===== src/rtl/cpuDefine.sv =====
// ----------------------------------------------------------------------------
// cpuDefine -- shared CPU types and constants.
//   DType       : 32-bit datapath word.
//   AluCtrl     : ALU/MDU operation select.
//   MduState    : multiply/divide unit FSM states.
//   MDU_DIV_ITERS : number of radix-2 divide iterations (one quotient bit each).
// Helper functions classify divide operations for the multiply/divide unit.
// ----------------------------------------------------------------------------
package cpuDefine;

   typedef logic [31:0] DType;

   typedef enum logic [3:0] {
      ALU_ADD   = 4'd0,
      ALU_SUB   = 4'd1,
      ALU_AND   = 4'd2,
      ALU_OR    = 4'd3,
      ALU_XOR   = 4'd4,
      ALU_SLT   = 4'd5,
      ALU_MUL   = 4'd6,
      ALU_MULH  = 4'd7,
      ALU_MULHU = 4'd8,
      ALU_DIV   = 4'd9,
      ALU_MOD   = 4'd10,
      ALU_DIVU  = 4'd11,
      ALU_MODU  = 4'd12
   } AluCtrl;

   typedef enum logic [2:0] {
      IDLE = 3'd0,
      MUL  = 3'd1,
      DIV  = 3'd2,
      FIX  = 3'd3,
      DONE = 3'd4
   } MduState;

   localparam int MDU_DIV_ITERS = 32;

   // True for any of the four divide/remainder operations.
   function automatic logic is_div_op(input AluCtrl op);
      return (op == ALU_DIV) || (op == ALU_MOD) || (op == ALU_DIVU) || (op == ALU_MODU);
   endfunction

   // True for the signed divide/remainder operations.
   function automatic logic is_signed_div(input AluCtrl op);
      return (op == ALU_DIV) || (op == ALU_MOD);
   endfunction

endpackage


===== src/rtl/div_radix2.sv =====
// ----------------------------------------------------------------------------
// div_radix2 -- iterative unsigned radix-2 restoring divider datapath.
// Produces one quotient bit per step; the caller holds step high for
// MDU_DIV_ITERS cycles after load and reads quotient/remainder afterwards.
// Ports:
//   clk, rst   : clock, synchronous active-high reset
//   load       : capture dividend/divisor, clear remainder and counter
//   step       : perform one iteration
//   dividend   : unsigned dividend (magnitude)
//   divisor    : unsigned divisor (magnitude, nonzero)
//   quotient   : quotient shift register
//   remainder  : partial remainder
//   last       : high during the final iteration step
// ----------------------------------------------------------------------------
module div_radix2
   import cpuDefine::*;
(
   input  logic clk,
   input  logic rst,
   input  logic load,
   input  logic step,
   input  DType dividend,
   input  DType divisor,
   output DType quotient,
   output DType remainder,
   output logic last
);

   localparam logic [4:0] LAST_ITER = 5'(MDU_DIV_ITERS - 1);

   logic [4:0]  cnt_r;
   DType        rem_r;
   DType        quot_r;
   DType        dvsr_r;
   logic [32:0] shifted_s;
   logic        ge_s;
   DType        sub_s;

   // Trial subtraction: shift the next dividend bit into the remainder.
   // When shifted >= divisor the true difference fits in 32 bits, so the
   // low-32-bit subtraction is exact.
   always_comb begin
      shifted_s = {rem_r, quot_r[31]};
      ge_s      = (shifted_s >= {1'b0, dvsr_r});
      sub_s     = shifted_s[31:0] - dvsr_r;
   end

   // Remainder, quotient and iteration counter registers.
   always_ff @(posedge clk) begin
      if (rst) begin
         cnt_r  <= 5'd0;
         rem_r  <= 32'd0;
         quot_r <= 32'd0;
         dvsr_r <= 32'd0;
      end else if (load) begin
         cnt_r  <= 5'd0;
         rem_r  <= 32'd0;
         quot_r <= dividend;
         dvsr_r <= divisor;
      end else if (step) begin
         cnt_r  <= cnt_r + 5'd1;
         rem_r  <= ge_s ? sub_s : shifted_s[31:0];
         quot_r <= {quot_r[30:0], ge_s};
      end
   end

   assign quotient  = quot_r;
   assign remainder = rem_r;
   assign last      = step && (cnt_r == LAST_ITER);

endmodule


===== src/rtl/mul_div_unit.sv =====
// ----------------------------------------------------------------------------
// mul_div_unit -- multi-cycle multiply / divide unit.
// Multiplies take 2 cycles from accept to done; divides 34 cycles (1 cycle
// for a zero divisor). Signed divides run on magnitudes and FIX applies signs.
// Ports:
//   clk, rst  : clock, synchronous active-high reset
//   start     : request pulse, accepted only when idle and not flushing
//   flush     : abandon any in-flight operation without a done pulse
//   aluctrl   : operation select (latched on accept)
//   aluSrc1   : multiplicand / dividend (latched on accept)
//   aluSrc2   : multiplier / divisor (latched on accept)
//   busy      : high whenever the FSM is not in IDLE
//   done      : one-cycle pulse, result valid in that cycle
//   result    : last completed result, held until overwritten
// ----------------------------------------------------------------------------
module mul_div_unit
   import cpuDefine::*;
(
   input  logic   clk,
   input  logic   rst,
   input  logic   start,
   input  logic   flush,
   input  AluCtrl aluctrl,
   input  DType   aluSrc1,
   input  DType   aluSrc2,
   output logic   busy,
   output logic   done,
   output DType   result
);

   MduState state_r, fsm_next_s, state_next_s;
   AluCtrl  op_r;
   DType    src1_r, src2_r, result_r, fsm_result_s, result_next_s;
   logic    busy_r, done_r;
   logic    accept_s, in_signed_s;
   DType    dvd_abs_s, dvs_abs_s;
   DType    div_quot_s, div_rem_s;
   logic    div_last_s;
   logic    neg_q_s, neg_r_s;
   logic [32:0]        mul_a_s, mul_b_s;
   logic signed [65:0] prod_s;
   logic [63:0]        prod64_s;
   logic [1:0]         prod_unused_s;

   assign accept_s    = start && (state_r == IDLE) && !flush;
   assign in_signed_s = is_signed_div(aluctrl);
   assign dvd_abs_s   = (in_signed_s && aluSrc1[31]) ? (32'd0 - aluSrc1) : aluSrc1;
   assign dvs_abs_s   = (in_signed_s && aluSrc2[31]) ? (32'd0 - aluSrc2) : aluSrc2;

   div_radix2 u_div (
      .clk       (clk),
      .rst       (rst),
      .load      (accept_s && is_div_op(aluctrl)),
      .step      (state_r == DIV),
      .dividend  (dvd_abs_s),
      .divisor   (dvs_abs_s),
      .quotient  (div_quot_s),
      .remainder (div_rem_s),
      .last      (div_last_s)
   );

   // Only MULH treats its operands as signed; MUL's low word is sign-agnostic.
   assign mul_a_s = {(op_r == ALU_MULH) && src1_r[31], src1_r};
   assign mul_b_s = {(op_r == ALU_MULH) && src2_r[31], src2_r};
   assign prod_s  = $signed({{33{mul_a_s[32]}}, mul_a_s}) * $signed({{33{mul_b_s[32]}}, mul_b_s});
   assign {prod_unused_s, prod64_s} = prod_s;

   assign neg_q_s = is_signed_div(op_r) && (src1_r[31] ^ src2_r[31]);
   assign neg_r_s = is_signed_div(op_r) && src1_r[31];

   // FSM next state and result selection, before flush override.
   always_comb begin
      fsm_next_s   = state_r;
      fsm_result_s = result_r;
      case (state_r)
         IDLE: begin
            if (accept_s) begin
               if (is_div_op(aluctrl)) begin
                  if (aluSrc2 == 32'd0) begin
                     fsm_next_s   = DONE;
                     fsm_result_s = ((aluctrl == ALU_DIV) || (aluctrl == ALU_DIVU)) ? 32'hFFFF_FFFF : aluSrc1;
                  end else begin
                     fsm_next_s = DIV;
                  end
               end else begin
                  fsm_next_s = MUL;  // illegal ops also pass through MUL, yielding 0
               end
            end else begin
               fsm_next_s = IDLE;
            end
         end
         MUL: begin
            fsm_next_s = DONE;
            case (op_r)
               ALU_MUL:             fsm_result_s = prod64_s[31:0];
               ALU_MULH, ALU_MULHU: fsm_result_s = prod64_s[63:32];
               default:             fsm_result_s = 32'd0;
            endcase
         end
         DIV: begin
            if (div_last_s) begin
               fsm_next_s = FIX;
            end else begin
               fsm_next_s = DIV;
            end
         end
         FIX: begin
            fsm_next_s = DONE;
            case (op_r)
               ALU_DIV:  fsm_result_s = neg_q_s ? (32'd0 - div_quot_s) : div_quot_s;
               ALU_MOD:  fsm_result_s = neg_r_s ? (32'd0 - div_rem_s) : div_rem_s;
               ALU_DIVU: fsm_result_s = div_quot_s;
               ALU_MODU: fsm_result_s = div_rem_s;
               default:  fsm_result_s = 32'd0;
            endcase
         end
         DONE:    fsm_next_s = IDLE;
         default: fsm_next_s = IDLE;
      endcase
   end

   // Flush forces IDLE and freezes the result.
   always_comb begin
      state_next_s  = flush ? IDLE : fsm_next_s;
      result_next_s = flush ? result_r : fsm_result_s;
   end

   // State, operand latch and registered outputs.
   always_ff @(posedge clk) begin
      if (rst) begin
         state_r  <= IDLE;
         busy_r   <= 1'b0;
         done_r   <= 1'b0;
         result_r <= 32'd0;
         op_r     <= ALU_ADD;
         src1_r   <= 32'd0;
         src2_r   <= 32'd0;
      end else begin
         state_r  <= state_next_s;
         busy_r   <= (state_next_s != IDLE);
         done_r   <= (state_next_s == DONE);
         result_r <= result_next_s;
         if (accept_s) begin
            op_r   <= aluctrl;
            src1_r <= aluSrc1;
            src2_r <= aluSrc2;
         end
      end
   end

   assign busy   = busy_r;
   assign done   = done_r;
   assign result = result_r;

endmodule


===== config.mk =====
export PLATFORM = sky130hd
export DESIGN_NAME = mul_div_unit
export DESIGN_NICKNAME = d
export VERILOG_FILES = /design/src/rtl/cpuDefine.sv /design/src/rtl/div_radix2.sv /design/src/rtl/mul_div_unit.sv
export SDC_FILE = /design/constraint.sdc
export NUM_CORES = 2
export LEC_CHECK = 0
export BUFFER_PORTS_ARGS = -buffer_cell sky130_fd_sc_hd__buf_2
export CAP_MARGIN = 10
export CORE_MARGIN = 2
export CORE_UTILIZATION = 50
export CTS_BUF_LIST = sky130_fd_sc_hd__clkbuf_16
export CTS_CLUSTER_SIZE = 16
export DETAILED_ROUTE_END_ITERATION = 10
export GPL_TIMING_DRIVEN = 0
export PLACE_DENSITY = 0.74
export SLEW_MARGIN = 20
export SYNTH_ARGS = -nofsm -noshare
export SYNTH_HDL_FRONTEND = slang
export SYNTH_SLANG_ARGS = --single-unit

===== constraint.sdc =====
create_clock -name clk -period 11.5 [get_ports clk]
set_clock_uncertainty 0.05 [all_clocks]
set_input_delay 1.725 -clock clk [delete_from_list [all_inputs] [get_ports clk]]
set_output_delay 1.725 -clock clk [all_outputs]
set_load 0.1 [all_outputs]

## Yosys cells after proc, flatten, opt, wreduce, memory -nomap -nowiden

Cells that the tools add are included.

| word-level totals | value |
|---|---|
| bits of input ports | 72 |
| output and inout port bits | 34 |
| flip-flop bits (word level) | 206 |

| cells by class | value |
|---|---|
| reductions and logical operators | 25 |
| bitwise gates (word level) | 2 |
| mux-type cells | 20 |
| order comparisons | 1 |
| equality and inequality tests | 19 |
| $add $sub $neg | 6 |
| $mul | 1 |

Operator list:

| cell | count |
|---|---|
| 2-to-1 mux 32 bit | 11 |
| case mux 32 bit (4 select lines) | 1 |
| subtractor 1 x 32 -> 32 bit (first input constant) | 4 |
| case mux 32 bit (3 select lines) | 1 |
| multiplier 33 x 33 -> 64 bit | 1 |
| case mux 32 bit (2 select lines) | 1 |
| == test 4 bit (second input constant) | 9 |
| greater-or-equal comparator 33 x 32 -> 1 bit | 1 |
| zero test 32 bit | 1 |
| subtractor 32 bit | 1 |
| 2-to-1 mux 3 bit | 4 |
| logical AND 1 bit | 10 |
| case mux 3 bit (3 select lines) | 1 |
| == test 4 x 3 -> 1 bit (second input constant) | 2 |
| == test 3 x 2 -> 1 bit (second input constant) | 2 |
| nonzero test 3 bit | 2 |
| OR reduction 2 bit | 3 |
| adder 5 x 1 -> 5 bit (second input constant) | 1 |
| == test 5 bit (second input constant) | 1 |
| logical OR 1 bit | 5 |
| AND reduction 5 bit | 1 |
| != test 2 x 1 -> 1 bit (second input constant) | 2 |
| == test 3 x 1 -> 1 bit (second input constant) | 1 |
| == test 3 bit (second input constant) | 1 |
| 7 further kinds | 7 |

## Depth between registers and ports, before layout

| logic depth | value |
|---|---|
| depth after elaboration | 9 |
| gate-level depth with buffers | 33 |

## Cells and area by module

From an unflattened synthesis, not the netlist that was laid out.

| second synthesis, totals | value |
|---|---|
| cells, all modules | 6107 |
| area total of the unflattened synthesis | 51668.3 um^2 |

Modules (own cells, without submodules):

| module | sequential area each (um^2) | cells an instance | instances | area an instance (um^2) |
|---|---|---|---|---|
| mul_div_unit | 2102.0 | 5373 | 1 | 45676.3 |
| div_radix2 | 2021.9 | 734 | 1 | 5992.0 |

## Least setup slack after synthesis

No wires, ideal clock.

| timing path | value |
|---|---|
| path type | flip-flop to flip-flop |
| start point | register src1_r[31] |
| end point | register result_r[25], in the netlist result[25] |
| period minus slack after synthesis | 9.015 ns |
| library setup time | 0.058 ns |
| setup slack | 2.485 ns |
| stages on the path, launching flop included | 33 |
| path buffers | 5 |
| arrival | 8.908 ns |
| cells stage by stage | dfxtp_1 > clkbuf_1 > clkbuf_1 > clkbuf_1 > and2_1 > clkbuf_1 > nand2_1 > inv_1 > fa_1 > inv_1 > fa_1 > inv_1 > fa_1 > fa_1 > inv_1 > fa_1 > inv_1 > fa_1 > inv_1 > fa_1 > fa_1 > inv_1 > ha_1 > clkbuf_1 > a21o_1 > a2111oi_0 > or3_1 > o211ai_1 > o31ai_1 > nor3_1 > or4_1 > a21oi_1 > o21a_1 |

| on the way | value |
|---|---|
| longest elaborated chain between the ends | 5 |

RTL lines:

| element | line | source |
|---|---|---|
| start: declaration | mul_div_unit.sv:33 | `DType src1_r, src2_r, result_r, fsm_result_s, result_next_s;` |
| start signal: assignment | mul_div_unit.sv:145 | `src1_r <= aluSrc1;` |
| branches (longest 4 deep; another with multiplier 33 x 33 -> 64 bit) | n/a |  |
| case mux 32 bit (3 select lines) * | mul_div_unit.sv:75 | `case (state_r)` |
| end signal: assignment | mul_div_unit.sv:142 | `result_r <= result_next_s;` |
| end: declaration | mul_div_unit.sv:33 |  |

Every way passes the cells marked *.
A chain may end at the register's enable or synchronous reset.

## Worst setup path after layout

| timing path | value |
|---|---|
| start point | register op_r[1] |
| end point | register result_r[25], in the netlist result[25] |

| on the way | value |
|---|---|
| longest elaborated chain between the ends | 6 |

RTL lines:

| element | line | source |
|---|---|---|
| start: declaration | mul_div_unit.sv:32 | `AluCtrl op_r;` |
| start signal: assignment | mul_div_unit.sv:144 | `op_r <= aluctrl;` |
| branches (longest 5 deep; another with multiplier 33 x 33 -> 64 bit) | n/a |  |
| case mux 32 bit (3 select lines) * | mul_div_unit.sv:75 |  |

Marked as above.

==> results by group <==
Power
  – Pwr/cell area: 50.0 nW/um^2
  – Maximum vdd drop: approximately 0.000099 V
  – Leakage: approximately 24 nW
  – Tot Pwr: about 2.7 mW

Logic synthesis
  – Yosys top cell area share: a little over two fifths
  – Syn. warnings: 0
  – Post-synthesis cell area: 51200 um^2
  – Post-synthesis mux area share: less than 1%
  – Post-synth EDFFs: 0
  – Sequential-to-total area share from yosys stat: just over 8%
  – Commonest cells in the netlist: inv_1, fa_1, nand2_1, clkbuf_1, and2_1
  – Post-synthesis cell type count: 88
  – Area contributors post-synth: fa_1, inv_1, dfxtp_1
  – Post-Synth XOR/XNOR Area: around 3.2%
  – Top_reg_cell synth: dfxtp_1
  – Main combinational cell family by area after synthesis: adder cells
  – Top-count cell post-synth: inv_1
  – Area leader, netlist: fa_1
  – Synth Net Count: 7489
  – Simple logic cell fraction of the synthesized area: 16.7%
  – Ys async rst share: 0%
  – Mapped Avg Cell Area: between 8 and 9 um^2
  – Seq cells post-synth: around 210
  – Post-Synth Adder-Cell Area: 50.1%
  – Post-synthesis compound-gate area fraction: just over 10%
  – Syn Inst Count: between 6000 and 7000

Routing
  – Vias: between 40000 and 50000
  – Vias per cell: between 5 and 6
  – Antenna-violating nets left: 0
  – WL/cell: 26.6 um
  – Drt pass-1 iters: 6
  – Routed WL: 202000 um
  – DR iter-0 viols: 5017
  – # DRC: 0

Critical path
  – Cell repeated most along the worst path: fa_1
  – Crit-path max FO: 10
  – Critical path class: register to register
  – Required @ worst endpoint: around 12 ns
  – WP data arrival: 11.59 ns
  – CP startpoint kind: register
  – Crit end category: register
  – Slowest stage cell, crit path: fa_2
  – Buf+Inv Stages, Crit Path: 10
  – Cell family with most CP delay: adder cells
  – CP max stage delay: around 0.82 ns

Placed design
  – Cell area after placement: approximately 54000 um^2
  – Dpl ws: -1.13 ns
  – Placed cell count: ~7500
  – Final Wtd Congestion: between 1 and 1.5
  – Number of buffers added on ports: slightly above 100
  – Hpwl dp: 168000 um

CTS
  – Root Buffer: clkbuf_16
  – Clock sink total: roughly 210
  – Clk_lat worst skew: 0.58 ns
  – CTS H-tree depth: 1
  – CTS max path bufs: 3
  – Total CTS buffers: 21
  – CTS tree: done
  – Post-CTS setup buffers: 0
  – Clk pin slew, worst setup/hold paths: about 0.070 ns

Worst hold path
  – Hold crit path type: register to register

Timing
  – Period utilization: 96.6%
  – Worst rel slew slack: about a tenth
  – Setup violators final: 0
  – Fin worst setup slack: between 0.3 and 0.4 ns
  – Fmax: 90.0 MHz
  – Slew @ Worst Pin: between 1 and 1.5 ns
  – RSZ-0062 raised after global routing: false
  – Total negative slack: 0 ns
  – Tmin final: 11.11 ns
  – Final Hold Violating Endpoints: 0
  – Max Slew Vio Count: 0
  – Hold WS: 0.408 ns

Finish
  – Nets: 7617
  – Design Area, Final: between 50000 and 60000 um^2
  – Layout cell share with drive strength beyond 1: under 10%
  – Post-Layout Cell Count: 7575
  – Layout area overhead: 5.95%
  – Final core utilization: roughly 53%
  – Fill cell count: 9648

Global route
  – M2 GR Usage: 56.5%
  – First-pass GRT wire length: around 290000 um
  – Grt met3 use: 12.6%
  – All-layer global routing usage: around 39%
  – Met1 usage: roughly half
  – Initial antenna violation count: 16
  – Vias in the first global route: 44800
  – Grt ovf: 0
  – Largest net degree at the start of global routing: 22
  – Busiest layer in global routing: met2

Floorplanning
  – Core Box Area: just over 100000 um^2
  – DIE HEIGHT: 324 um
  – Die area: approximately 110000 um^2
  – Boundary pin count: between 100 and 150
  – Initial Util: between 50% and 60%
  – Chip width: roughly 320 um
  – Row count: about 120

Status
  – Status: finished clean

Flow run
  – Max-Cap Viols: 0
==> power by group <==
group	internal [mW]	switching, mW	total (mW)
Sequential	0.736	0.0514	0.788
Clock	0.382	0.342	0.724
Combinational	0.358	0.847	1.20
Total	1.48	1.24	2.72
==> sequential cells by signal, summed over array words and instances, names as in the netlist <==
name / flops
result: 32
src1_r: 32
src2_r: 32
u_div.dvsr_r: 32
u_div.quotient: 32
u_div.remainder: 32
u_div.cnt_r: 5
op_r: 4
state_r: 3
busy: 1
done: 1
==> layout make-up <==
| cell class | instances | area, um^2 | area share [%] |
|---|---|---|---|
| Buffer | 364 | 1410 | 2.59 |
| Timing Repair Buffer | 105 | 554 | 1.02 |
| Tap cell | 1368 | 1710 | 3.15 |
| Sequential cell | 206 | 4130 | 7.60 |
| Clock inverter | 16 | 143 | 0.263 |
| Antenna cell | 25 | 62.6 | 0.115 |
| Inverter | 1206 | 4530 | 8.34 |
| Multi-Input combinational cell | 4264 | 41200 | 75.9 |
| Clock buffer | 21 | 526 | 0.968 |
==> placed cells by master (no fill, tap or decap), drive strengths merged, types with 30 or more instances in the layout <==
master	Yosys	routed
nand3	50	50
dfxtp	206	206
clkbuf	351	372
a31oi	30	30
a21o	47	47
and3	32	32
xnor2	108	108
nor2	190	190
buf	13	118
ha	251	251
nand2	1071	1071
o31ai	31	31
o21ai	177	177
a22oi	36	36
a211oi	49	49
xor2	78	78
fa	1126	1126
and2	301	301
a21oi	274	274
nor3	61	61
inv	1206	1211
==> cells by family after synthesis <==
kind of cell / after synthesis
and+or+nand+nor: 1866
AOI/OAI and AO/OA: 820
xor gates and xnor gates: 186
buffers and inverters: 1570
muxes: 15
DFF: 206
adders and majority gates: 1377
==> final timing paths <==
kind	depth (start not counted)	startpoint	slack [ns]	endpoint
worst min-delay path	2	u_div.dvsr_r[22]	0.41	u_div.dvsr_r[22]
worst max register to register	31	op_r[1]	0.39	result[25]
worst max-delay path	31	op_r[1]	0.39	result[25]
worst min register to register	2	u_div.dvsr_r[22]	0.41	u_div.dvsr_r[22]
==> worst register-to-register path, delay by kind of cell, from the launching register on <==
kind	cells	cell delay [ns]
AOI/OAI and AO/OA	6	1.63
adders and majority gates	9	4.68
buffers and inverters	10	2.57
DFF	1	0.31
and+or+nand+nor	6	1.82
==> repair_timing <==
item | in CTS | in global routing
gates resized for setup | 6 | 8
setup endpoints to repair | 13 | 9
hold buffers | 0 | 0
pin swaps | 0 | 0
==> metal layers <==
metal  share of wire [%]  vias up
met1                  37    22700
met3                  12      670
met5               0.029        -
met4                 8.6       12
li1                    -    18800
met2                  42     2745
Power figures use the tool's default switching activity.
